### src/rtl/tone_sequencer.sv
// Prioritised tone sequencer: queues edge-detected sound requests and plays each as a
// fixed-length prescaler tone followed by an optional silent gap.
module tone_sequencer #(
  parameter int unsigned NUM_CH     = 6,
  parameter int unsigned PRESCALE_W = 10,
  parameter logic [NUM_CH*PRESCALE_W-1:0] PRESCALE_TABLE =
    {10'h117, 10'h18B, 10'h0DD, 10'h128, 10'h14C, 10'h175},
  parameter int unsigned TONE_CYCLES = 2_500_000,
  parameter int unsigned GAP_CYCLES  = 250_000,
  parameter bit          PREEMPT     = 1'b1,
  localparam int unsigned ChW = (NUM_CH > 1) ? $clog2(NUM_CH) : 1
) (
  input  logic                  clk,
  input  logic                  reset,
  input  logic [NUM_CH-1:0]     req,
  input  logic                  mute,
  output logic [PRESCALE_W-1:0] preScaleValue,
  output logic                  soundOn,
  output logic [ChW-1:0]        activeCh
);

  localparam int unsigned CntMax0 = (TONE_CYCLES > GAP_CYCLES) ? TONE_CYCLES : GAP_CYCLES;
  localparam int unsigned CntMax  = (CntMax0 > 2) ? CntMax0 : 2;
  localparam int unsigned CntW    = $clog2(CntMax);
  localparam logic [CntW-1:0] ToneLoad = CntW'(TONE_CYCLES - 1);
  localparam logic [CntW-1:0] GapLoad  = CntW'((GAP_CYCLES == 0) ? 0 : GAP_CYCLES - 1);

  typedef enum logic [1:0] {StIdle, StPlay, StGap} state_e;

  state_e                  state_q, state_d;
  logic [NUM_CH-1:0]       req_q, req_prev_q;
  logic [NUM_CH-1:0]       pending_q, pending_d;
  logic [CntW-1:0]         cnt_q, cnt_d;
  logic [PRESCALE_W-1:0]   psv_q, psv_d;
  logic                    sound_q, sound_d;
  logic [ChW-1:0]          act_q, act_d;

  logic [NUM_CH-1:0]       edge_vec;
  logic [NUM_CH-1:0]       clr_vec;
  logic [ChW-1:0]          sel_idx;
  logic                    start;

  // req is registered once before edge detection, so a request sampled at one edge
  // reaches the outputs two edges later.
  assign edge_vec = req_q & ~req_prev_q;

  always_comb begin
    sel_idx = '0;
    for (int i = int'(NUM_CH) - 1; i >= 0; i--) begin
      if (pending_q[i]) sel_idx = ChW'(i);
    end
  end

  always_comb begin
    state_d = state_q;
    cnt_d   = cnt_q;
    psv_d   = psv_q;
    sound_d = sound_q;
    act_d   = act_q;
    clr_vec = '0;
    start   = 1'b0;

    unique case (state_q)
      StIdle: begin
        if (|pending_q) start = 1'b1;
      end
      StPlay: begin
        // Preemption takes precedence over normal completion so no gap is inserted.
        if (PREEMPT && (|pending_q) && (sel_idx < act_q)) begin
          start = 1'b1;
        end else if (cnt_q == '0) begin
          sound_d = 1'b0;
          psv_d   = '0;
          if (GAP_CYCLES != 0) begin
            state_d = StGap;
            cnt_d   = GapLoad;
          end else begin
            state_d = StIdle;
          end
        end else begin
          cnt_d = cnt_q - 1'b1;
        end
      end
      StGap: begin
        if (cnt_q == '0) state_d = StIdle;
        else             cnt_d   = cnt_q - 1'b1;
      end
      default: state_d = StIdle;
    endcase

    if (start) begin
      clr_vec[sel_idx] = 1'b1;
      state_d          = StPlay;
      cnt_d            = ToneLoad;
      psv_d            = PRESCALE_TABLE[int'(sel_idx)*PRESCALE_W +: PRESCALE_W];
      sound_d          = 1'b1;
      act_d            = sel_idx;
    end

    // A set wins over a clear landing on the same bit.
    pending_d = (pending_q & ~clr_vec) | edge_vec;

    if (mute) begin
      state_d   = StIdle;
      cnt_d     = '0;
      psv_d     = '0;
      sound_d   = 1'b0;
      act_d     = '0;
      pending_d = '0;
    end
  end

  always_ff @(posedge clk) begin
    if (reset) begin
      state_q    <= StIdle;
      req_q      <= '0;
      req_prev_q <= '0;
      pending_q  <= '0;
      cnt_q      <= '0;
      psv_q      <= '0;
      sound_q    <= 1'b0;
      act_q      <= '0;
    end else begin
      state_q    <= state_d;
      req_q      <= req;
      req_prev_q <= req_q;
      pending_q  <= pending_d;
      cnt_q      <= cnt_d;
      psv_q      <= psv_d;
      sound_q    <= sound_d;
      act_q      <= act_d;
    end
  end

  assign preScaleValue = psv_q;
  assign soundOn       = sound_q;
  assign activeCh      = act_q;

endmodule

### config.mk
export PLATFORM = sky130hd
export DESIGN_NAME = tone_sequencer
export DESIGN_NICKNAME = d
export VERILOG_FILES = /design/src/rtl/tone_sequencer.sv
export SDC_FILE = /design/constraint.sdc
export NUM_CORES = 1
export LEC_CHECK = 0
export BUFFER_PORTS_ARGS = -buffer_cell sky130_fd_sc_hd__buf_4
export CAP_MARGIN = 20
export CORE_MARGIN = 3
export CORE_UTILIZATION = 35
export CTS_BUF_LIST = sky130_fd_sc_hd__clkbuf_8
export CTS_CLUSTER_SIZE = 8
export DETAILED_ROUTE_END_ITERATION = 10
export REMOVE_ABC_BUFFERS = 1
export SYNTH_ARGS = -nofsm -noshare
export SYNTH_HDL_FRONTEND = slang
export SYNTH_SLANG_ARGS = --single-unit
### constraint.sdc
create_clock -name clk -period 4.9 [get_ports clk]
set_clock_uncertainty 0.1 [all_clocks]
set_input_delay 0.245 -clock clk [delete_from_list [all_inputs] [get_ports clk]]
set_output_delay 0.245 -clock clk [all_outputs]
set_load 0.03 [all_outputs]
==> impl_metrics.tcl, run 1 <==
set metrics [dict create \
    route.detailed.drc 0 \
    synth_area_leaders "dfxtp_1 42%, a21oi_1 5.5%, nand2_1 4.7%" \
    drt_first_iter_violations 78 \
    finalCritPeriodShare_pct 74.77 \
    clock_sinks 55 \
    p_per_area_mw_per_mm2 345.8 \
    fin_setup_tns_ns 0 \
    ios 23 \
    post_cts_resize_count 0 \
    synthDominantCellAreaShare_pct 41.67 \
    grt_first_pass_wirelength_um 9942 \
    synth_area_leader_cell "dfxtp_1" \
    grt_overflow 0 \
    cts_setup_buffers 0 \
    fp-row-count 31 \
    synthArstFlopShare_pct 0 \
    yosys.cell_types.count 55 \
    area_delta_synth_final_pct 12.50 \
    ir_drop_uv 135.2 \
    hpwl_um 4034 \
    fin_util_pct 40.77 \
    syn_area_mm2 0.002643 \
    gp_congestion 0.9115 \
    outcome "complete, no violations" \
    grt_max_degree 25 \
    critPathCaptureType "register" \
    tightest_slew_ns 0.8699 \
    synthTopCellsByCount "55 x dfxtp_1, 33 x nand2_1, 29 x a21oi_1" \
    yosysSeqAreaShare_pct 41.67 \
    rsz0062_at_grt "false" \
    crit_path_start_kind "register" \
    p_leak_nw 1.137 \
    clkLatencyLatePin_ns 0.32 \
    routed_wl_um 5694 \
    period_needed_ns 3.664 \
    grt_pass1_vias 2117 \
    yosysMostFrequentCell "dfxtp_1" \
    portBuffers 21 \
    synth_warnings 0 \
    reg2reg_to "cnt_q[8]" \
    ys_seq_elements 55 \
    htreeDepth 2 \
    avgSynthCellArea_um2 8.416 \
    cts.clk_slew.worst_paths_ns 0.11 \
    drive_gt1_share_pct 14.50 \
    setup_viol 0 \
    diodes 0 \
    final_nets 348 \
    timing.fmax_mhz 272.9 \
    arrival_ns 3.80 \
    hold_end "req_q[2]" \
    clk_path_buf_depth 2 \
    crit_path_max_fanout 24 \
    die_area_mm2 0.008629 \
    finalHoldViolCount 0 \
    hold_path_class "in -> reg" \
    cts_made_buffers 5 \
    hp-start "req[2]" \
    worstHoldPathCells 2 \
    drv_slew 0 \
    die_w_um 92.89 \
    placed_cell_area_mm2 0.002873 \
    worst-setup-path-type "reg -> reg" \
    grt_use_total_pct 14.06 \
    finalInstanceArea_mm2 0.002973 \
    cts_tree "built" \
    timing.hold.ws_ns 0.02495 \
    start_util_pct 36.24 \
    drtAntennaViolNets 0 \
    die_h_um 92.89 \
    cts-root-buf "clkbuf_8" \
    coreArea_mm2 0.007292 \
    firstDrtPassIters 4 \
    avgViaCountPerCell 5.244 \
    wire_per_inst_um 13.24 \
    maxSlewHeadroom_pct 41.56 \
    grt_antenna_before_repair 0 \
    vias 2255 \
    required_ns 5.04 \
    synth-edff-count 0 \
    r2r_slack_ns 1.24 \
    ys.flop_type "dfxtp_1" \
    r2r_start "pending_q[1]" \
    syn_inst 314 \
    reg2regPathDepth 10 \
    postCtsHoldBufs 0 \
    cap_violations 0 \
]
-- worst max-delay path, stage by stage, from the launching register on --
cell and delay (ns):
dfxtp_1 0.38, or4_1 0.60, or2_2 0.39, inv_1 0.19, ha_1 0.30, a21oi_1 0.19, nand2_1 0.08, a311o_2 0.42
a22oi_4 0.52, o21ai_1 0.17, a211oi_2 0.24
-- through the flow --
stage	instances	setup slack [ns]	power, mW
finish	430	1.236	1.028
global route	430	0.9918	1.095
CTS	430	1.250	1.040
detailed placement	422	1.304	0.7589
global placement	422	1.386	0.7560
floorplan	300	1.474	0.6894
-- logic make-up after synthesis --
logic type / count (synthesis) / share of synthesized area, %
AND/OR/NAND/NOR: 136 / 26.99
AO/OA/AOI/OAI: 80 / 20.41
flip-flops: 55 / 41.67
buffers and inverters: 27 / 4.356
adder cells (fa/ha/maj): 9 / 4.261
multiplexers: 4 / 1.515
XOR/XNOR: 2 / 0.6630
other: 1 / 0.1419
-- routing by layer --
| metal | GRT usage [%] | up-vias | wire length (um) |
|---|---|---|---|
| li1 | - | 1161 | - |
| met1 | 19.00 | 1032 | 2788 |
| met2 | 22.08 | 53 | 2553 |
| met3 | 2.518 | 9 | 218 |
| met4 | 5.617 | 0 | 133 |
| met5 | 0 | - | 0 |
-- flip-flops by register name, summed over array words and instances, names as in the netlist --
name and count:
activeCh 3, pending_q 6, req_prev_q 6, state_q 2
req_q 6, cnt_q 22, preScaleValue 9, soundOn 1
-- area by class of cell --
cell class | instances | area [um2]
clock buffers | 5 | 68.82
clock inverters | 3 | 31.28
fillers | 783 | 4319
inverters | 13 | 48.80
multi-input cells | 232 | 1426
flip-flops and latches | 55 | 1101
well taps | 99 | 123.9
repair buffers | 23 | 172.7
-- layout by cell type (no fill, tap or decap), types with 3 or more instances in the layout --
| master | n |
|---|---|
| or4_1 | 4 |
| ha_1 | 9 |
| inv_1 | 13 |
| nor4_1 | 7 |
| nand2b_1 | 6 |
| a211oi_2 | 3 |
| nor3b_1 | 3 |
| buf_4 | 23 |
| nand2_1 | 33 |
| o22ai_1 | 3 |
| clkbuf_8 | 5 |
| nor2b_1 | 16 |
| or3_2 | 5 |
| nor2_1 | 28 |
| or3_1 | 4 |
| a22o_1 | 5 |
| o31ai_1 | 3 |
| o21ai_0 | 12 |
| nand3_1 | 4 |
| dfxtp_1 | 55 |
| nor3_1 | 14 |
| a21oi_1 | 29 |
| o21ai_1 | 3 |
| mux2i_1 | 4 |
| a31oi_1 | 5 |
-- report_power, final --
group | internal, mW | total, mW | switching, mW
clock network | 0.109 | 0.276 | 0.167
registers | 0.470 | 0.489 | 0.0196
logic | 0.0976 | 0.263 | 0.165
total | 0.676 | 1.03 | 0.352
-- worst max-delay path by stage --
| stage | from | end | slack [ns] |
|---|---|---|---|
| 6_report | pending_q[1] | cnt_q[8] | 1.24 |
| 5_1_grt | pending_q[1] | cnt_q[8] | 0.99 |
| 4_1_cts | pending_q[1] | cnt_q[4] | 1.25 |
| 3_5_place_dp | pending_q[1] | cnt_q[4] | 1.30 |
| 3_3_place_gp | pending_q[1] | preScaleValue[5] | 1.39 |
| 2_1_floorplan | pending_q[1] | preScaleValue[7] | 1.47 |
(Power assumes the default switching activity.)
==> inputs of run 2 (changes only) <==
==> constraint.sdc (replaced) <==
create_clock -name clk -period 3.5 [get_ports clk]
set_clock_uncertainty 0.1 [all_clocks]
set_input_delay 0.175 -clock clk [delete_from_list [all_inputs] [get_ports clk]]
set_output_delay 0.175 -clock clk [all_outputs]
set_load 0.03 [all_outputs]
==> run 2 against run 1 <==
Compared with the run above: worst setup slack worse by 1.0 ns; worst hold slack better by 0.17 ns; sequential cell count stayed put; final cell count is 4.7% higher; critical path depth is 1 higher; via count is 2.7% higher; total power is 43% higher; routed wire length is 1.9% higher; largest cell class unchanged; die area stayed put; register-to-register slack worse by 1.0 ns; cell area is 5.9% higher.
==> impl_metrics.tcl, run 2 (synthesized netlist as in run 1, its figures left out) <==
set metrics [dict create \
    arrival_ns 3.45 \
    cp_cell_sequence "or4_4 -> or2_2 -> inv_1 -> ha_1 -> a21oi_1 -> nand2_1 -> a311o_2 -> a22oi_4 -> buf_4 -> o21ai_1 -> a211oi_2" \
    cts_tree "built" \
    coreArea_mm2 0.007292 \
    ios 23 \
    grt_overflow 0 \
    grt_first_pass_wirelength_um 9522 \
    htreeDepth 2 \
    largest_reg_flops 22 \
    portBuffers 21 \
    fin_setup_tns_ns 0 \
    start_util_pct 36.24 \
    drt_first_iter_violations 130 \
    gp_congestion 0.8762 \
    die_area_mm2 0.008629 \
    finalCritPeriodShare_pct 94.38 \
    hpwl_um 4162 \
    p_leak_nw 1.222 \
    die_h_um 92.89 \
    ir_drop_uv 195.2 \
    final_common_cell "dfxtp_1" \
    clkLatencyLatePin_ns 0.32 \
    setup_viol 0 \
    rsz0062_at_grt "false" \
    wire_per_inst_um 12.89 \
    slowest_stage "or4_4" \
    area_delta_synth_final_pct 19.08 \
    grt_antenna_before_repair 0 \
    tightest_slew_ns 0.8288 \
    crit_path_start_kind "register" \
    finalHoldViolCount 0 \
    cts.clk_slew.worst_paths_ns 0.11 \
    fp-row-count 31 \
    cpPeakStageDelay_ns 0.57 \
    final_nets 368 \
    clock_sinks 55 \
    drv_slew 0 \
    critPathCaptureType "register" \
    grt_max_degree 25 \
    routed_wl_um 5802 \
    clk_path_buf_depth 2 \
    grt_use_total_pct 13.50 \
    diodes 0 \
    route.detailed.drc 0 \
    firstDrtPassIters 4 \
    cts-root-buf "clkbuf_8" \
    grt_pass1_vias 2060 \
    die_w_um 92.89 \
    top_register "cnt_q" \
    n_fill_cell 766 \
    timing.hold.ws_ns 0.1982 \
    cts_made_buffers 5 \
    p_per_area_mw_per_mm2 466.0 \
    required_ns 3.65 \
    crit_path_max_fanout 12 \
    hold_path_class "in -> reg" \
    period_needed_ns 3.303 \
    avgViaCountPerCell 5.147 \
    maxSlewHeadroom_pct 44.75 \
    final_cell_mix "55 x dfxtp_1, 36 x buf_4, 33 x nand2_1" \
    drive_gt1_share_pct 17.95 \
    drtAntennaViolNets 0 \
    outcome "complete, no violations" \
    cap_violations 0 \
    vias 2316 \
    worst-setup-path-type "reg -> reg" \
    timing.fmax_mhz 302.7 \
]
[run 2: timing repair]
action / in CTS / in global routing
setup buffers: 0 / 3
endpoints found under the hold margin: 7 / 0
hold buffers: 7 / 0
setup endpoints to repair: 0 / 8
resized for setup: 0 / 2
[run 2: routing by layer]
metal  up-vias  global-route usage, %  routed length (um)  part of all wire (%)
met1      1060                  18.41                2925                    50
met5         -                      0                   0                     0
met3        10                  2.275                 187                   3.2
li1       1204                      -                   -                     -
met2        42                  21.06                2587                    45
met4         0                  5.495                 102                   1.8
[run 2: worst max-delay path: cells and delay by family, from the launching register on]
kind	cells	cell delay [ns]
AO/OA/AOI/OAI	5	1.29
adder cells (fa/ha/maj)	1	0.26
buffers and inverters	2	0.27
flip-flops	1	0.38
AND/OR/NAND/NOR	3	0.94
[run 2: cell type report]
cell class,count,area [um2],share of cell area (%)
clock buffer,5,68.82,2.187
clock inverter,3,28.78,0.9145
inverter,13,48.80,1.551
multi-input combinational,232,1435,45.61
sequential,55,1101,34.99
tap,99,123.9,3.936
timing repair buffer,43,340.3,10.82
[run 2: metrics by stage]
stage	total power [mW]	cells	util (%)	instance area (um2)	setup slack, ns
2_1_floorplan	0.9652	300	-	2576	0.07426
3_3_place_gp	1.083	432	40.43	2948	0.2696
3_5_place_dp	1.087	432	40.43	2948	0.1910
4_1_cts	1.469	447	42.72	3115	0.1545
5_1_grt	1.551	450	43.15	3147	0.02002
6_report	1.466	450	43.15	3147	0.1968
[run 2: report_power, final]
part / internal, mW / switching, mW
clock network: 0.149 / 0.229
logic: 0.166 / 0.237
registers: 0.658 / 0.0286
total: 0.972 / 0.494
[run 2: final timing paths]
path / slack (ns) / endpoint / startpoint / cells after the start
worst max register to register: 0.20 / cnt_q[4] / pending_q[1] / 11
worst min register to register: 0.34 / pending_q[3] / req_prev_q[3] / 1
worst min-delay path: 0.20 / cnt_q[0] / mute / 4
worst max-delay path: 0.20 / cnt_q[4] / pending_q[1] / 11
